===== config.mk =====
export PLATFORM = sky130hd
export DESIGN_NAME = dino_jump_ctrl
export DESIGN_NICKNAME = d
export VERILOG_FILES = /design/src/rtl/game_pkg.sv /design/src/rtl/btn_sync_edge.sv /design/src/rtl/dino_jump_ctrl.sv
export SDC_FILE = /design/constraint.sdc
export NUM_CORES = 1
export LEC_CHECK = 0
export CORE_AREA = 2 2 68 70
export DETAILED_ROUTE_END_ITERATION = 16
export DIE_AREA = 0 0 70 72
export PLACE_DENSITY = 0.75
export SLEW_MARGIN = 20
export SYNTH_ARGS = -nofsm -noshare
export SYNTH_HDL_FRONTEND = slang
export SYNTH_SLANG_ARGS = --single-unit

===== constraint.sdc =====
create_clock -name clk -period 3.3 [get_ports clk]
set_clock_uncertainty 0.05 [all_clocks]
set_input_delay 0.66 -clock clk [delete_from_list [all_inputs] [get_ports clk]]
set_output_delay 0.66 -clock clk [all_outputs]
set_load 0.03 [all_outputs]

===== src/rtl/game_pkg.sv =====
`default_nettype none
// ============================================================================
// Module  : game_pkg
// Purpose : Shared game-level types and constants: FSM state encoding,
//           screen and sprite geometry, and default jump physics.
// Ports   : none (package)
// Revision: 1.0 - initial release
// ============================================================================
package game_pkg;

  typedef enum logic [1:0] {
    ST_IDLE   = 2'b00,
    ST_GROUND = 2'b01,
    ST_RISE   = 2'b10,
    ST_FALL   = 2'b11
  } state_t;

  localparam int SPRITE_SIZE = 16;
  localparam int SCREEN_W    = 640;
  localparam int SCREEN_H    = 480;

  localparam int POS_W = 10;
  localparam int VEL_W = 5;

  localparam int DEF_SPRITE_X = 64;
  localparam int DEF_GROUND_Y = 400;
  localparam int DEF_JUMP_V0  = 12;
  localparam int DEF_GRAVITY  = 1;
  localparam int DEF_VMAX     = 15;

endpackage : game_pkg
`default_nettype wire


===== src/rtl/btn_sync_edge.sv =====
`default_nettype none
// ============================================================================
// Module  : btn_sync_edge
// Purpose : Two-flop synchroniser for an asynchronous active-high button,
//           followed by a one-clk rising-edge pulse.
// Ports   : clk       - clock
//           rst_n     - asynchronous active-low reset
//           btn_async - raw button, asynchronous to clk
//           btn_rise  - one-clk pulse on a synchronised rising edge
// Revision: 1.0 - initial release
// ============================================================================
module btn_sync_edge (
  input  logic clk,
  input  logic rst_n,
  input  logic btn_async,
  output logic btn_rise
);

  logic sync1_q;
  logic sync2_q;
  logic prev_q;

  always_ff @(posedge clk or negedge rst_n) begin
    if (!rst_n) begin
      sync1_q <= 1'b0;
      sync2_q <= 1'b0;
      prev_q  <= 1'b0;
    end else begin
      sync1_q <= btn_async;
      sync2_q <= sync1_q;
      prev_q  <= sync2_q;
    end
  end

  assign btn_rise = sync2_q & ~prev_q;

endmodule : btn_sync_edge
`default_nettype wire


===== src/rtl/dino_jump_ctrl.sv =====
`default_nettype none
// ============================================================================
// Module  : dino_jump_ctrl
// Purpose : Per-frame jump/fall motion controller for the player sprite.
//           Position only moves on frame_tick so a frame never tears.
// Ports   : clk, rst_n      - clock, asynchronous active-low reset
//           frame_tick      - one-clk pulse per frame
//           enable          - game running; low forces IDLE
//           jump_btn        - raw asynchronous jump button
//           sprite_x/_y     - sprite position to sprite_engine
//           state           - current FSM state
//           airborne        - high in RISE or FALL
//           land_pulse      - one-clk pulse on touchdown
// Revision: 1.0 - initial release
// ============================================================================
module dino_jump_ctrl
  import game_pkg::*;
#(
  parameter int SPRITE_X = DEF_SPRITE_X,
  parameter int GROUND_Y = DEF_GROUND_Y,
  parameter int JUMP_V0  = DEF_JUMP_V0,
  parameter int GRAVITY  = DEF_GRAVITY,
  parameter int VMAX     = DEF_VMAX
) (
  input  logic             clk,
  input  logic             rst_n,
  input  logic             frame_tick,
  input  logic             enable,
  input  logic             jump_btn,
  output logic [POS_W-1:0] sprite_x,
  output logic [POS_W-1:0] sprite_y,
  output logic [1:0]       state,
  output logic             airborne,
  output logic             land_pulse
);

  localparam logic [POS_W-1:0] C_SPRITE_X = POS_W'(SPRITE_X);
  localparam logic [POS_W-1:0] C_GROUND_Y = POS_W'(GROUND_Y);
  localparam logic [VEL_W-1:0] C_JUMP_V0  = VEL_W'(JUMP_V0);
  localparam logic [VEL_W-1:0] C_GRAVITY  = VEL_W'(GRAVITY);
  localparam logic [VEL_W-1:0] C_VMAX     = VEL_W'(VMAX);

  state_t             state_q, state_d;
  logic [POS_W-1:0]   y_q, y_d;
  logic [VEL_W-1:0]   vel_q, vel_d;
  logic               req_q, req_d;
  logic               land_q, land_d;

  logic               btn_rise;
  logic [VEL_W:0]     vel_sum;
  logic [VEL_W-1:0]   vel_fall;
  logic [POS_W:0]     y_fall;

  btn_sync_edge u_btn_sync_edge (
    .clk       (clk),
    .rst_n     (rst_n),
    .btn_async (jump_btn),
    .btn_rise  (btn_rise)
  );

  always_comb begin
    state_d = state_q;
    y_d     = y_q;
    vel_d   = vel_q;
    req_d   = req_q;
    land_d  = 1'b0;

    // Falling speed saturates at VMAX; the sum is one bit wider so it
    // cannot wrap before the comparison.
    vel_sum  = {1'b0, vel_q} + {1'b0, C_GRAVITY};
    vel_fall = (vel_sum > {1'b0, C_VMAX}) ? C_VMAX : vel_sum[VEL_W-1:0];
    y_fall   = {1'b0, y_q} + {{(POS_W+1-VEL_W){1'b0}}, vel_fall};

    if (!enable) begin
      state_d = ST_IDLE;
      y_d     = C_GROUND_Y;
      vel_d   = '0;
      req_d   = 1'b0;
    end else begin
      // Only a grounded sprite may queue a jump; edges elsewhere are lost.
      if (state_q == ST_GROUND && btn_rise) begin
        req_d = 1'b1;
      end
      if (frame_tick) begin
        case (state_q)
          ST_IDLE: state_d = ST_GROUND;
          ST_GROUND: begin
            // Clearing here also discards an edge arriving on the launch clk.
            if (req_q) begin
              state_d = ST_RISE;
              vel_d   = C_JUMP_V0;
              req_d   = 1'b0;
            end
          end
          ST_RISE: begin
            if (y_q < {{(POS_W-VEL_W){1'b0}}, vel_q}) begin
              // Hit the top of the screen: stop dead and start falling.
              y_d     = '0;
              vel_d   = '0;
              state_d = ST_FALL;
            end else begin
              y_d = y_q - {{(POS_W-VEL_W){1'b0}}, vel_q};
              if (vel_q <= C_GRAVITY) begin
                vel_d   = '0;
                state_d = ST_FALL;
              end else begin
                vel_d = vel_q - C_GRAVITY;
              end
            end
          end
          ST_FALL: begin
            if (y_fall >= {1'b0, C_GROUND_Y}) begin
              y_d     = C_GROUND_Y;
              vel_d   = '0;
              state_d = ST_GROUND;
              land_d  = 1'b1;
            end else begin
              y_d   = y_fall[POS_W-1:0];
              vel_d = vel_fall;
            end
          end
          default: state_d = ST_IDLE;
        endcase
      end
    end
  end

  always_ff @(posedge clk or negedge rst_n) begin
    if (!rst_n) begin
      state_q <= ST_IDLE;
      y_q     <= C_GROUND_Y;
      vel_q   <= '0;
      req_q   <= 1'b0;
      land_q  <= 1'b0;
    end else begin
      state_q <= state_d;
      y_q     <= y_d;
      vel_q   <= vel_d;
      req_q   <= req_d;
      land_q  <= land_d;
    end
  end

  assign sprite_x   = C_SPRITE_X;
  assign sprite_y   = y_q;
  assign state      = state_q;
  assign airborne   = state_q[1];
  assign land_pulse = land_q;

endmodule : dino_jump_ctrl
`default_nettype wire


# ---- After elaboration in Yosys (flattened, before gate mapping)
# Cells that the tools add are included.
dict set report classes {
  add_sub_neg 4
  order_cmp 4
  eq_ne 9
  n_mux 29
  bitwise 2
  n_reduce_logical 5
}
# op n
set op_table {}
lappend op_table {{10-bit two-way mux} 4}
lappend op_table {{5-bit two-way mux} 7}
lappend op_table {{10-bit case mux with 2 select lines} 1}
lappend op_table {{5-bit case mux with 3 select lines} 1}
lappend op_table {{2-bit two-way mux} 6}
lappend op_table {{10-bit by 5-bit adder with 11-bit output} 1}
lappend op_table {{11-bit by 9-bit >= comparator with 1-bit output (second input constant)} 1}
lappend op_table {{10-bit by 5-bit < comparator with 1-bit output} 1}
lappend op_table {{10-bit by 5-bit subtractor with 10-bit output} 1}
lappend op_table {{1-bit two-way mux} 9}
lappend op_table {{2-bit case mux with 4 select lines} 1}
lappend op_table {{5-bit by 1-bit adder with 6-bit output (second input constant)} 1}
lappend op_table {{6-bit by 4-bit > comparator with 1-bit output (second input constant)} 1}
lappend op_table {{3-bit inequality test (second input constant)} 2}
lappend op_table {{5-bit by 1-bit <= comparator with 1-bit output (second input constant)} 1}
lappend op_table {{5-bit by 1-bit subtractor with 5-bit output (second input constant)} 1}
lappend op_table {{2-bit == test (second input constant)} 2}
lappend op_table {{4-bit by 1-bit inequality test with 1-bit output (second input constant)} 1}
lappend op_table {{4-bit inequality test (second input constant)} 1}
lappend op_table {{4-bit AND reduction} 1}
lappend op_table {{3-bit by 1-bit inequality test with 1-bit output (second input constant)} 1}
lappend op_table {{3-bit AND reduction} 1}
lappend op_table {{2-bit by 1-bit == test with 1-bit output (second input constant)} 1}
lappend op_table {{2-bit logical NOT} 1}
lappend op_table {{other kinds (5)} 5}
dict set report word_totals {
  regBits 22
  in_bits 5
  out_inout_bits 24
  wordCells 61
}

# ---- Depth between registers and ports, before layout
# Gate-level depths: netlist (run 1).
dict set report depth {
  ltp_word 9
  depth_mapped 15
  mapped_depth_nobuf 14
}

# ---- By module
# From an unflattened synthesis (run 1), not the netlist that was laid out.
dict set report unflattened {
  hier_cells 253
  hier_area_um2 2139.6
}
# mod instances cells_per_inst area_each_um2 seq_area_each_um2
set modules_own_cells {}
lappend modules_own_cells {dino_jump_ctrl 1 249 2050.7 479.2}
lappend modules_own_cells {btn_sync_edge 1 4 88.8 75.1}

# ---- Worst setup path after synthesis (run 1)
# Ideal clock, no wire load.
dict set report synth_timing {
  path_type {register to register}
  startpoint {register vel_q[1]}
  endpoint {register y_q[3] (netlist: sprite_y[3])}
  setup_time_ns 0.092
  arrival_time_ns 3.027
  t_required_ns 3.158
  slack_ns 0.132
  stages_incl_launch_ff 14
  path_buffers 0
  synth_period_minus_slack_ns 3.168
  cell_sequence {dfrtp_1 ha_1 nand3_1 mux2i_1 nor2b_1 inv_1 ha_1 a211oi_2 nor2_1 mux2i_1 a32oi_2 a211oi_4 nand3_2 o31ai_2}
}
dict set report synth_via {
  elab_chain_len 9
  word_cells_on_any_way 12
  classes_between {add/sub: 3; order compare: 3; mux: 6}
}
# element line_no
set synth_rtl {}
lappend synth_rtl {{start: declaration} dino_jump_ctrl.sv:45} ;# logic [VEL_W-1:0] vel_q, vel_d;
lappend synth_rtl {{start signal: assignment} dino_jump_ctrl.sv:138} ;# vel_q <= vel_d;
lappend synth_rtl {{5-bit by 1-bit adder with 6-bit output} dino_jump_ctrl.sv:70} ;# vel_sum = {1'b0, vel_q} + {1'b0, C_GRAVITY};
lappend synth_rtl {{6-bit by 4-bit > comparator with 1-bit output} dino_jump_ctrl.sv:71} ;# vel_fall = (vel_sum > {1'b0, C_VMAX}) ? C_VMAX : vel_sum[VEL_W-1:0];
lappend synth_rtl {{5-bit two-way mux} dino_jump_ctrl.sv:71}
lappend synth_rtl {{10-bit by 5-bit adder with 11-bit output} dino_jump_ctrl.sv:72} ;# y_fall = {1'b0, y_q} + {{(POS_W+1-VEL_W){1'b0}}, vel_fall};
lappend synth_rtl {{11-bit by 9-bit >= comparator with 1-bit output} dino_jump_ctrl.sv:112} ;# if (y_fall >= {1'b0, C_GROUND_Y}) begin
lappend synth_rtl {{10-bit two-way mux} dino_jump_ctrl.sv:112}
lappend synth_rtl {{10-bit case mux with 2 select lines (*)} dino_jump_ctrl.sv:85} ;# case (state_q)
lappend synth_rtl {{10-bit two-way mux (*)} dino_jump_ctrl.sv:84} ;# if (frame_tick) begin
lappend synth_rtl {{10-bit two-way mux (*)} dino_jump_ctrl.sv:74} ;# if (!enable) begin
lappend synth_rtl {{end signal: assignment} dino_jump_ctrl.sv:137} ;# y_q <= y_d;
lappend synth_rtl {{end: declaration} dino_jump_ctrl.sv:44} ;# logic [POS_W-1:0] y_q, y_d;
# Mark *: on every way between the ends. The rest lies on a longest branch, timed or not. The select of a mux whose other input is x is not followed.
# A chain may end at the register's enable or synchronous reset.

# ---- Final worst setup path (run 1)
dict set report layout_timing {
  startpoint {register vel_q[0]}
  endpoint {register vel_q[1]}
}
dict set report layout_via {
  elab_chain_len 9
  word_cells_on_any_way 14
  classes_between {add/sub: 3; order compare: 4; mux: 7}
}
# element line_no
set layout_rtl {}
lappend layout_rtl {{5-bit by 1-bit adder with 6-bit output} dino_jump_ctrl.sv:70}
lappend layout_rtl {{6-bit by 4-bit > comparator with 1-bit output} dino_jump_ctrl.sv:71}
lappend layout_rtl {{5-bit two-way mux} dino_jump_ctrl.sv:71}
lappend layout_rtl {{10-bit by 5-bit adder with 11-bit output} dino_jump_ctrl.sv:72}
lappend layout_rtl {{11-bit by 9-bit >= comparator with 1-bit output} dino_jump_ctrl.sv:112}
lappend layout_rtl {{5-bit two-way mux} dino_jump_ctrl.sv:112}
lappend layout_rtl {{5-bit case mux with 3 select lines (*)} dino_jump_ctrl.sv:85}
lappend layout_rtl {{5-bit two-way mux (*)} dino_jump_ctrl.sv:84}
lappend layout_rtl {{5-bit two-way mux (*)} dino_jump_ctrl.sv:74}
# Marked as above.

==> flow_summary.toml, run 1 <==
[status]
status = "complete, but fails checks"
violations = "negative setup slack"

[drt]
post-route-drc-count = 0
ant_nets = 0
wirelength_mm = 5.88
routed-via-count = 1981
routedWlPerCell_um = 18.0
drt_pass1_iterations = 4
drt_iter0_drc = 114
avgViaCountPerCell = 6.06

[cts]
cts_made_buffers = 3
cts_tree = "yes"
cts_max_level = 1
cts_max_path_buffers = 2
path_clk_slew_ns = 0.08
clock_latency_ns = 0.27
ctsHoldBuffers = 0
cts_root_buf = "clkbuf_8"
clkSinkCount = 22

[setup_path]
cpPeakStageDelay_ns = 0.42
path_cells = "ha_4 -> buf_4 -> nor4_1 -> o21ai_0 -> ha_2 -> o21ai_2 -> nor2_2 -> mux2i_2 -> a32oi_2 -> a211oi_4 -> buf_4 -> a21oi_1 -> o21ai_1"
crit_buf_inv = 2
cp_top_family = "compound AO/OA/AOI/OAI gates"
slowest_stage = "dfrtp_1"
criticalPathCategory = "reg -> reg"
startpoint_type = "flop"
crit_top_cell = "buf_4"
worstPathRequired_ns = 3.44
cp_data_arrival_time_ns = 3.44
end_kind = "flop"
rrSetupSlack_ns = -0.005
critPathMaxFanout = 4

[sta]
fin_crit_ns = 3.30
final_hold_viol_count = 0
setup_ws_ns = -0.00495
fmax_mhz = 303
slew_violations = 0
setup_viol = 1
slew_headroom_pct = 50.0
finalCritPeriodShare_pct = 100
tightest_slew_ns = 0.744

[final_layout]
multiInputGateArea_um2 = 1500
layout_commonest_cell = "buf_4"
nFillCells = 361
n_antenna_cell = 0
final_area_um2 = 2570
seq_area_um2 = 557
layout_common_cells = "buf_4 (19), clkdlybuf4s50_1 (18), inv_1 (17), nor2_1 (17), dfrtp_1 (17)"
area_growth_syn_to_layout_pct = 24.3
post-route-util_pct = 60.3
drive_gt1_share_pct = 21.5
layout.nets = 299

[yosys]
synth_edf_count = 0
avgSynthCellArea_um2 = 8.41
synth_seq_cells = 22
ys.flop_type = "dfrtp_1"
seq_area_frac_synth_pct = 26.8
ys_warn_count = 0
synthCells = 246
synth_area_um2 = 2070
async_flop_share_pct = 100
synth.distinct_cells = 57

[placed_design]
port_buffers = 18
dp_hpwl_mm = 4.01
dpl-instance-area_um2 = 2310
place.gp.congestion = 0.915

[floorplan]
placementRows = 24
die_area_um2 = 5040
die_h_um = 72
initial_core_util_pct = 48.5
die_width_um = 70
io_pins = 29
core_region_area_um2 = 4260

[global_routing]
antenna_found_initial = 0
grt_use_met2_pct = 38.0
use_met1_pct = 27.3
grt_util_met3_pct = 3.47
grt_pass1_vias = 1836
grt_max_degree = 23
grt_pass1_wl_mm = 8.76
busiest_layer = "met2"
overflow = 0
grt.total_usage_pct = 21.6

[hold_path]
hp-class = "reg -> reg"

[power_and_ir_drop]
clkPwrFrac_pct = 26.9
switching_share_pct = 35.3
power_switching_uw = 262
pwr_density_cell_nw_per_um2 = 289
pwr-share-seq_pct = 40.7
combinationalPowerShare_pct = 32.4
p_leak_uw = 0.00109
p_int_uw = 481
peakVddDrop_uv = 210

[flow_run]
maxCapViolations = 0
[registers in the layout (all words and copies together), names as in the netlist]
signal and flops:
sprite_y 10, vel_q 5, state 2, land_pulse 1
req_q 1, u_btn_sync_edge.prev_q 1, u_btn_sync_edge.sync1_q 1, u_btn_sync_edge.sync2_q 1
[cell type report]
type,instances,share of cell area [%]
Sequential cell,22,21.6
Timing Repair Buffer,38,13.0
Inverter,17,2.48
Clock buffer,4,2.14
Multi-Input combinational cell,194,58.2
Tap cell,52,2.53
[metrics by stage]
| step | power (uW) | setup TNS (ns) | std cells | worst slack, ns | hold WS [ns] |
|---|---|---|---|---|---|
| after floorplan | 466 | 0 | 255 | 0.132 | 0.281 |
| after global placement | 514 | 0 | 316 | 0.0966 | 0.284 |
| after detailed placement | 520 | 0 | 316 | 0.0305 | 0.290 |
| after CTS | 724 | 0 | 320 | 0.0113 | 0.311 |
| after global routing | 781 | -0.529 | 327 | -0.101 | 0.324 |
| final | 742 | -0.00495 | 327 | -0.00495 | 0.306 |
[cells in the mapped netlist (all sizes together) (4+ instances only)]
master / count / area (um2)
xor2: 5 / 43.8
ha: 16 / 200
inv: 17 / 63.8
nor2: 18 / 67.6
nand2b: 6 / 37.5
a21oi: 12 / 60.1
nor3: 8 / 40.0
nand3: 10 / 55.1
mux2i: 5 / 50.1
xnor2: 5 / 43.8
o21ai: 20 / 100
nand2: 14 / 55.1
nor3b: 4 / 30.0
buf: 19 / 125
a211oi: 8 / 77.6
a21o: 4 / 30.0
dfrtp: 19 / 475
[routing by layer]
metal | vias up | part of all wire (%)
li1 | 926 | -
met1 | 944 | 39
met2 | 89 | 51
met3 | 22 | 5.9
met4 | 0 | 3.9
met5 | - | 0
[power groups by stage]
| stage | Combinational, uW | Clock [uW] | Sequential [uW] |
|---|---|---|---|
| 3_5_place_dp | 216 | 0 | 304 |
| 6_report | 240 | 200 | 302 |
| 4_1_cts | 217 | 208 | 299 |
| 5_1_grt | 261 | 215 | 305 |
| 2_1_floorplan | 159 | 0 | 307 |
| 3_3_place_gp | 211 | 0 | 303 |
[logic make-up after synthesis]
group | after synthesis | synth area share, %
AO/OA/AOI/OAI | 72 | 25.2
XOR/XNOR | 10 | 4.23
adder cells (fa/ha/maj) | 18 | 11.6
buffers and inverters | 39 | 9.67
flip-flops | 22 | 26.8
multiplexers | 5 | 2.42
other | 2 | 0.363
AND/OR/NAND/NOR | 78 | 19.7
[repair_timing]
action | CTS | global route
resized for setup | 1 | 31
pin swaps | 2 | 18
setup buffers | 0 | 7
setup endpoints to repair | 1 | 14
[worst paths after layout]
kind	end	start	cells past startpoint
worst max-delay path	vel_q[1]	vel_q[0]	13
worst min-delay path	u_btn_sync_edge.sync2_q	u_btn_sync_edge.sync1_q	0
worst max register to register	vel_q[1]	vel_q[0]	13
worst min register to register	u_btn_sync_edge.sync2_q	u_btn_sync_edge.sync1_q	0
max in group asynchronous	sprite_y[8]	rst_n	2
min in group asynchronous	sprite_y[5]	rst_n	2
Note: power is estimated with default switching activity, not from simulation.
==> run 2: changes to the inputs <==
CORE_AREA = 2 2 67 69   (was 2 2 68 70)
CTS_BUF_LIST = sky130_fd_sc_hd__clkbuf_4   (was unset)
DIE_AREA = 0 0 69 71   (was 0 0 70 72)
PLACE_DENSITY = 0.77   (was 0.75)
==> flow_summary.toml, run 2 (synthesized netlist as in run 1, its figures left out) <==
[placed_design]
port_buffers = 18
dp_hpwl_mm = 3.87
place.gp.congestion = 0.896
placed_cells = 318

[cts]
cts_made_buffers = 3
cts_max_path_buffers = 2
cts_max_level = 1
path_clk_slew_ns = 0.14
cts_tree = "yes"
ctsHoldBuffers = 0
clock_latency_ns = 0.32
clkSinkCount = 22
cts_root_buf = "clkbuf_4"

[global_routing]
grt_max_degree = 23
antenna_found_initial = 0
grt.total_usage_pct = 22.1
grt_pass1_wl_mm = 8.85
grt_pass1_vias = 1938
overflow = 0

[final_layout]
fin_cells = 335
area_growth_syn_to_layout_pct = 28.9
nFillCells = 360
layout.nets = 307
layout_commonest_cell = "buf_4"
layout_common_cells = "buf_4 (26), dfrtp_1 (19), clkdlybuf4s50_1 (18), nor2_1 (17), inv_1 (15)"
n_antenna_cell = 0
largest_reg_flops = 10
drive_gt1_share_pct = 25.8

[sta]
rsz0062_at_grt = "yes"
setup_ws_ns = -0.0408
slew_violations = 0
fmax_mhz = 299
slew_headroom_pct = 60.5
setup_viol = 3
final_hold_viol_count = 0
tns_ns = -0.0550
tightest_slew_ns = 0.588
finalCritPeriodShare_pct = 101
fin_crit_ns = 3.34

[drt]
post-route-drc-count = 0
routed-via-count = 1978
drt_pass1_iterations = 5
ant_nets = 0
avgViaCountPerCell = 5.90
routedWlPerCell_um = 16.5
drt_iter0_drc = 194
wirelength_mm = 5.51

[hold_path]
hp-class = "reg -> reg"
hold_depth = 0
hold_start = "u_btn_sync_edge.sync1_q"
min_to = "u_btn_sync_edge.sync2_q"

[floorplan]
die_h_um = 71
die_area_um2 = 4900
die_width_um = 69
core_region_area_um2 = 4200
initial_core_util_pct = 49.2
io_pins = 29
placementRows = 24

[setup_path]
crit_buf_inv = 3
startpoint_type = "flop"
slowest_stage = "dfrtp_1"
critPathMaxFanout = 4
path_cells = "ha_2 -> nand3_2 -> mux2i_4 -> nand2_1 -> ha_2 -> inv_2 -> fa_2 -> and2b_2 -> o221a_4 -> a2bb2oi_4 -> a32oi_4 -> a211oi_4 -> buf_4 -> buf_4 -> a21oi_2 -> o21ai_1"
reg2reg_depth = 16
criticalPathCategory = "reg -> reg"
reg2reg_to = "vel_q[1]"
cp_top_family = "compound AO/OA/AOI/OAI gates"
cp_data_arrival_time_ns = 3.54
cpPeakStageDelay_ns = 0.39
worstPathRequired_ns = 3.50
end_kind = "flop"
rrSetupSlack_ns = -0.04
reg2reg_from = "vel_q[0]"

[flow_run]
maxCapViolations = 0

[status]
violations = "negative setup slack"
status = "complete, but fails checks"

[power_and_ir_drop]
pwr_density_cell_nw_per_um2 = 260
p_leak_uw = 0.00114
peakVddDrop_uv = 227
finalPower_uw = 693
[run 2: how the worst max path moves through the flow]
stage | slack (ns) | end | from | cells after the start
final | -0.04 | vel_q[1] | vel_q[0] | 16
after global routing | -0.15 | vel_q[1] | vel_q[0] | 16
after CTS | -0.02 | sprite_y[6] | vel_q[0] | 12
after detailed placement | -0.18 | sprite_y[3] | vel_q[0] | 13
after global placement | -0.04 | sprite_y[3] | vel_q[0] | 13
after floorplan | 0.13 | sprite_y[3] | vel_q[1] | 13
[run 2: through the flow]
step,setup WS [ns],util [%],area [um2],hold WS (ns)
after floorplan,0.132,-,2100,0.281
after global placement,-0.0401,55.3,2320,0.293
after detailed placement,-0.182,55.3,2320,0.294
after CTS,-0.0192,57.5,2420,0.330
after global routing,-0.150,63.5,2670,0.338
final,-0.0408,63.5,2670,0.324
[run 2: metal layers]
layer | wire length (um) | GRT usage, %
met1 | 2290 | 28.4
met2 | 2780 | 38.2
met3 | 321 | 2.56
met4 | 122 | 8.71
met5 | 0 | 0
[run 2: what timing repair did]
| item | CTS | global route |
|---|---|---|
| buffers inserted | 2 | 11 |
| hold endpoints to repair | 0 | 0 |
| gates resized for setup | 12 | 31 |
| pin swaps | 5 | 21 |
| setup endpoints to repair | 13 | 13 |
[run 2: area by class of cell]
| type | count | area (um2) | share of cell area, % |
|---|---|---|---|
| multi-input cells | 194 | 1560 | 58.3 |
| well taps | 52 | 65.1 | 2.44 |
| repair buffers | 46 | 398 | 14.9 |
| clock buffers | 4 | 30.0 | 1.13 |
| inverters | 17 | 63.8 | 2.39 |
| flip-flops and latches | 22 | 554 | 20.8 |
[run 2: worst register-to-register path, cell delays in order (launching register included)]
cell and delay (ns):
dfrtp_1 0.39, ha_2 0.20, nand3_2 0.11, mux2i_4 0.23, nand2_1 0.10, ha_2 0.19, inv_2 0.04, fa_2 0.35
and2b_2 0.25, o221a_4 0.24, a2bb2oi_4 0.19, a32oi_4 0.09, a211oi_4 0.35, buf_4 0.18, buf_4 0.11, a21oi_2 0.05
o21ai_1 0.15
[run 2: power breakdown]
group / switching (uW) / leakage [uW] / internal, uW
logic: 152 / 0.000832 / 102
clock network: 87.5 / 0.0000184 / 55.4
registers: 14.6 / 0.000288 / 282
==> run 3: changes to the inputs <==
ABC_AREA = 1   (was unset)
CORE_AREA = 2 2 70 72   (was 2 2 67 69)
DIE_AREA = 0 0 72 74   (was 0 0 69 71)
GPL_ROUTABILITY_DRIVEN = 0   (was unset)
==> flow_summary.toml, run 3 <==
[flow_run]
maxCapViolations = 0

[setup_path]
criticalPathCategory = "reg -> reg"
reg2reg_depth = 21
critPathMaxFanout = 13
cp-startpoint = "vel_q[1]"
startpoint_type = "flop"
cp_data_arrival_time_ns = 3.30
end_kind = "flop"
reg2reg_to = "state[0]"
reg2reg_from = "vel_q[1]"
worstPathRequired_ns = 3.50
rrSetupSlack_ns = 0.20

[yosys]
synthCells = 343
yosys-top-cells-count = "nand2_1 (109), inv_1 (47), nand3_1 (23)"
async_flop_share_pct = 100
avgSynthCellArea_um2 = 6.73
synth_seq_cells = 22
synth-simple-area-share_pct = 39.8
synth.distinct_cells = 34
ys.flop_type = "dfrtp_1"
synthXorXnorAreaFrac_pct = 2.66
synth_area_leader_cell = "dfrtp_1"
synthMuxAreaShare_pct = 0
synthAdderAreaFrac_pct = 10.4
synth_top_family_by_area = "simple AND/OR/NAND/NOR gates"
synth_edf_count = 0
synth_top_area_share_pct = 20.6
synth_most_common_cell = "nand2_1"
seq_area_frac_synth_pct = 24.0
synthTopCellsByArea = "dfrtp_1 (21%), nand2_1 (18%), ha_1 (8.7%)"
ys_warn_count = 0
synth_compound_area_share_pct = 8.03
synth_area_um2 = 2310

[cts]
cts_setup_buffers = 0
cts-resized-gates = 0
cts_max_path_buffers = 2
cts_max_level = 1
ctsHoldBuffers = 0
cts_tree = "yes"
cts_made_buffers = 3
path_clk_slew_ns = 0.15
cts_root_buf = "clkbuf_4"
clkSinkCount = 22
clock_latency_ns = 0.33

[power_and_ir_drop]
finalPower_uw = 1590
peakVddDrop_uv = 409
pwr_density_cell_nw_per_um2 = 628
p_leak_uw = 0.00132

[floorplan]
die_h_um = 74
core_region_area_um2 = 4600
die_area_um2 = 5330
io_pins = 29
die_width_um = 72
initial_core_util_pct = 50.2
placementRows = 25

[global_routing]
grt.total_usage_pct = 21.2
antenna_found_initial = 0
grt_pass1_vias = 2020
overflow = 0
grt_max_degree = 23
grt_pass1_wl_mm = 8.89

[sta]
tightest_slew_ns = 0.555
whs_ns = 0.319
fmax_mhz = 323
fin_crit_ns = 3.10
slew_headroom_pct = 63.0
final_hold_viol_count = 0
finalCritPeriodShare_pct = 93.9
slew_violations = 0
setup_viol = 0

[final_layout]
n_antenna_cell = 0
fin_cells = 413
post-route-util_pct = 55.0
layout_commonest_cell = "nand2_1"
layout.nets = 383
drive_gt1_share_pct = 14.5
layout_common_cells = "nand2_1 (109), inv_1 (47), nand3_1 (23), dfrtp_1 (19), clkdlybuf4s50_1 (18)"
area_growth_syn_to_layout_pct = 9.71
final_area_um2 = 2530
largest_reg_flops = 10
nFillCells = 436

[drt]
ant_nets = 0
routedWlPerCell_um = 12.9
wirelength_mm = 5.35
avgViaCountPerCell = 5.16
drt_iter0_drc = 164
routed-via-count = 2133
post-route-drc-count = 0
drt_pass1_iterations = 4

[placed_design]
dpl-instance-area_um2 = 2460
placed_cells = 409
port_buffers = 18
dp_hpwl_mm = 4.16

[hold_path]
hold_depth = 0
min_to = "u_btn_sync_edge.sync2_q"
hp-class = "reg -> reg"
hold_start = "u_btn_sync_edge.sync1_q"

[status]
status = "complete, no violations"
[run 3: worst max-delay path by stage]
stage / to / slack (ns) / depth (start not counted)
2_1_floorplan: sprite_y[1] / 0.62 / 22
3_3_place_gp: state[0] / 0.33 / 21
3_5_place_dp: state[0] / 0.15 / 21
4_1_cts: state[0] / 0.13 / 21
5_1_grt: state[1] / -0.03 / 21
6_report: state[0] / 0.20 / 21
[run 3: final cells by class]
cell class / count / area, um2 / area share (%)
clock buffers: 3 / 22.5 / 0.890
clock inverters: 1 / 30.0 / 1.19
inverters: 51 / 191 / 7.56
multi-input cells: 261 / 1460 / 57.8
flip-flops and latches: 22 / 554 / 21.9
well taps: 54 / 67.6 / 2.67
repair buffers: 21 / 203 / 8.01
[run 3: power by group]
group	leakage [uW]	internal, uW	switching (uW)
Clock	0.0000279	123	95.0
Sequential	0.000283	318	71.3
Combinational	0.00101	350	630
[run 3: through the flow]
stage	worst slack, ns	TNS (ns)
floorplan	0.618	0
global placement	0.329	0
detailed placement	0.147	0
CTS	0.130	0
global route	-0.0342	-0.0670
finish	0.201	0
[run 3: logic make-up after synthesis]
group,Yosys count
compound gates,31
xor+xnor,7
fa+ha+maj,18
buf+inv,69
flops,22
other cells,2
simple gates,194
[run 3: critical path: stages (launching register included)]
cell      delay (ns)
dfrtp_1         0.41
ha_1            0.19
nand3_1         0.11
nor2_1          0.11
nand2_1         0.07
nand2_1         0.13
inv_1           0.10
a21oi_2         0.16
inv_1           0.06
ha_1            0.35
nand2_1         0.13
nand3_2         0.12
nand2_2         0.09
nand2_1         0.07
nand2_1         0.06
nand2_1         0.08
nor2_2          0.18
nand2_4         0.16
nand3b_1        0.18
nand2_1         0.10
nand2_1         0.07
nand2_1         0.05
[run 3: per-layer routing]
layer | share of wire [%] | track usage [%] | up-vias
met5 | 0 | 0 | -
met4 | 1.5 | 6.92 | 0
met3 | 4.6 | 3.12 | 9
met2 | 48 | 35.7 | 52
met1 | 46 | 28.2 | 981
li1 | - | - | 1091
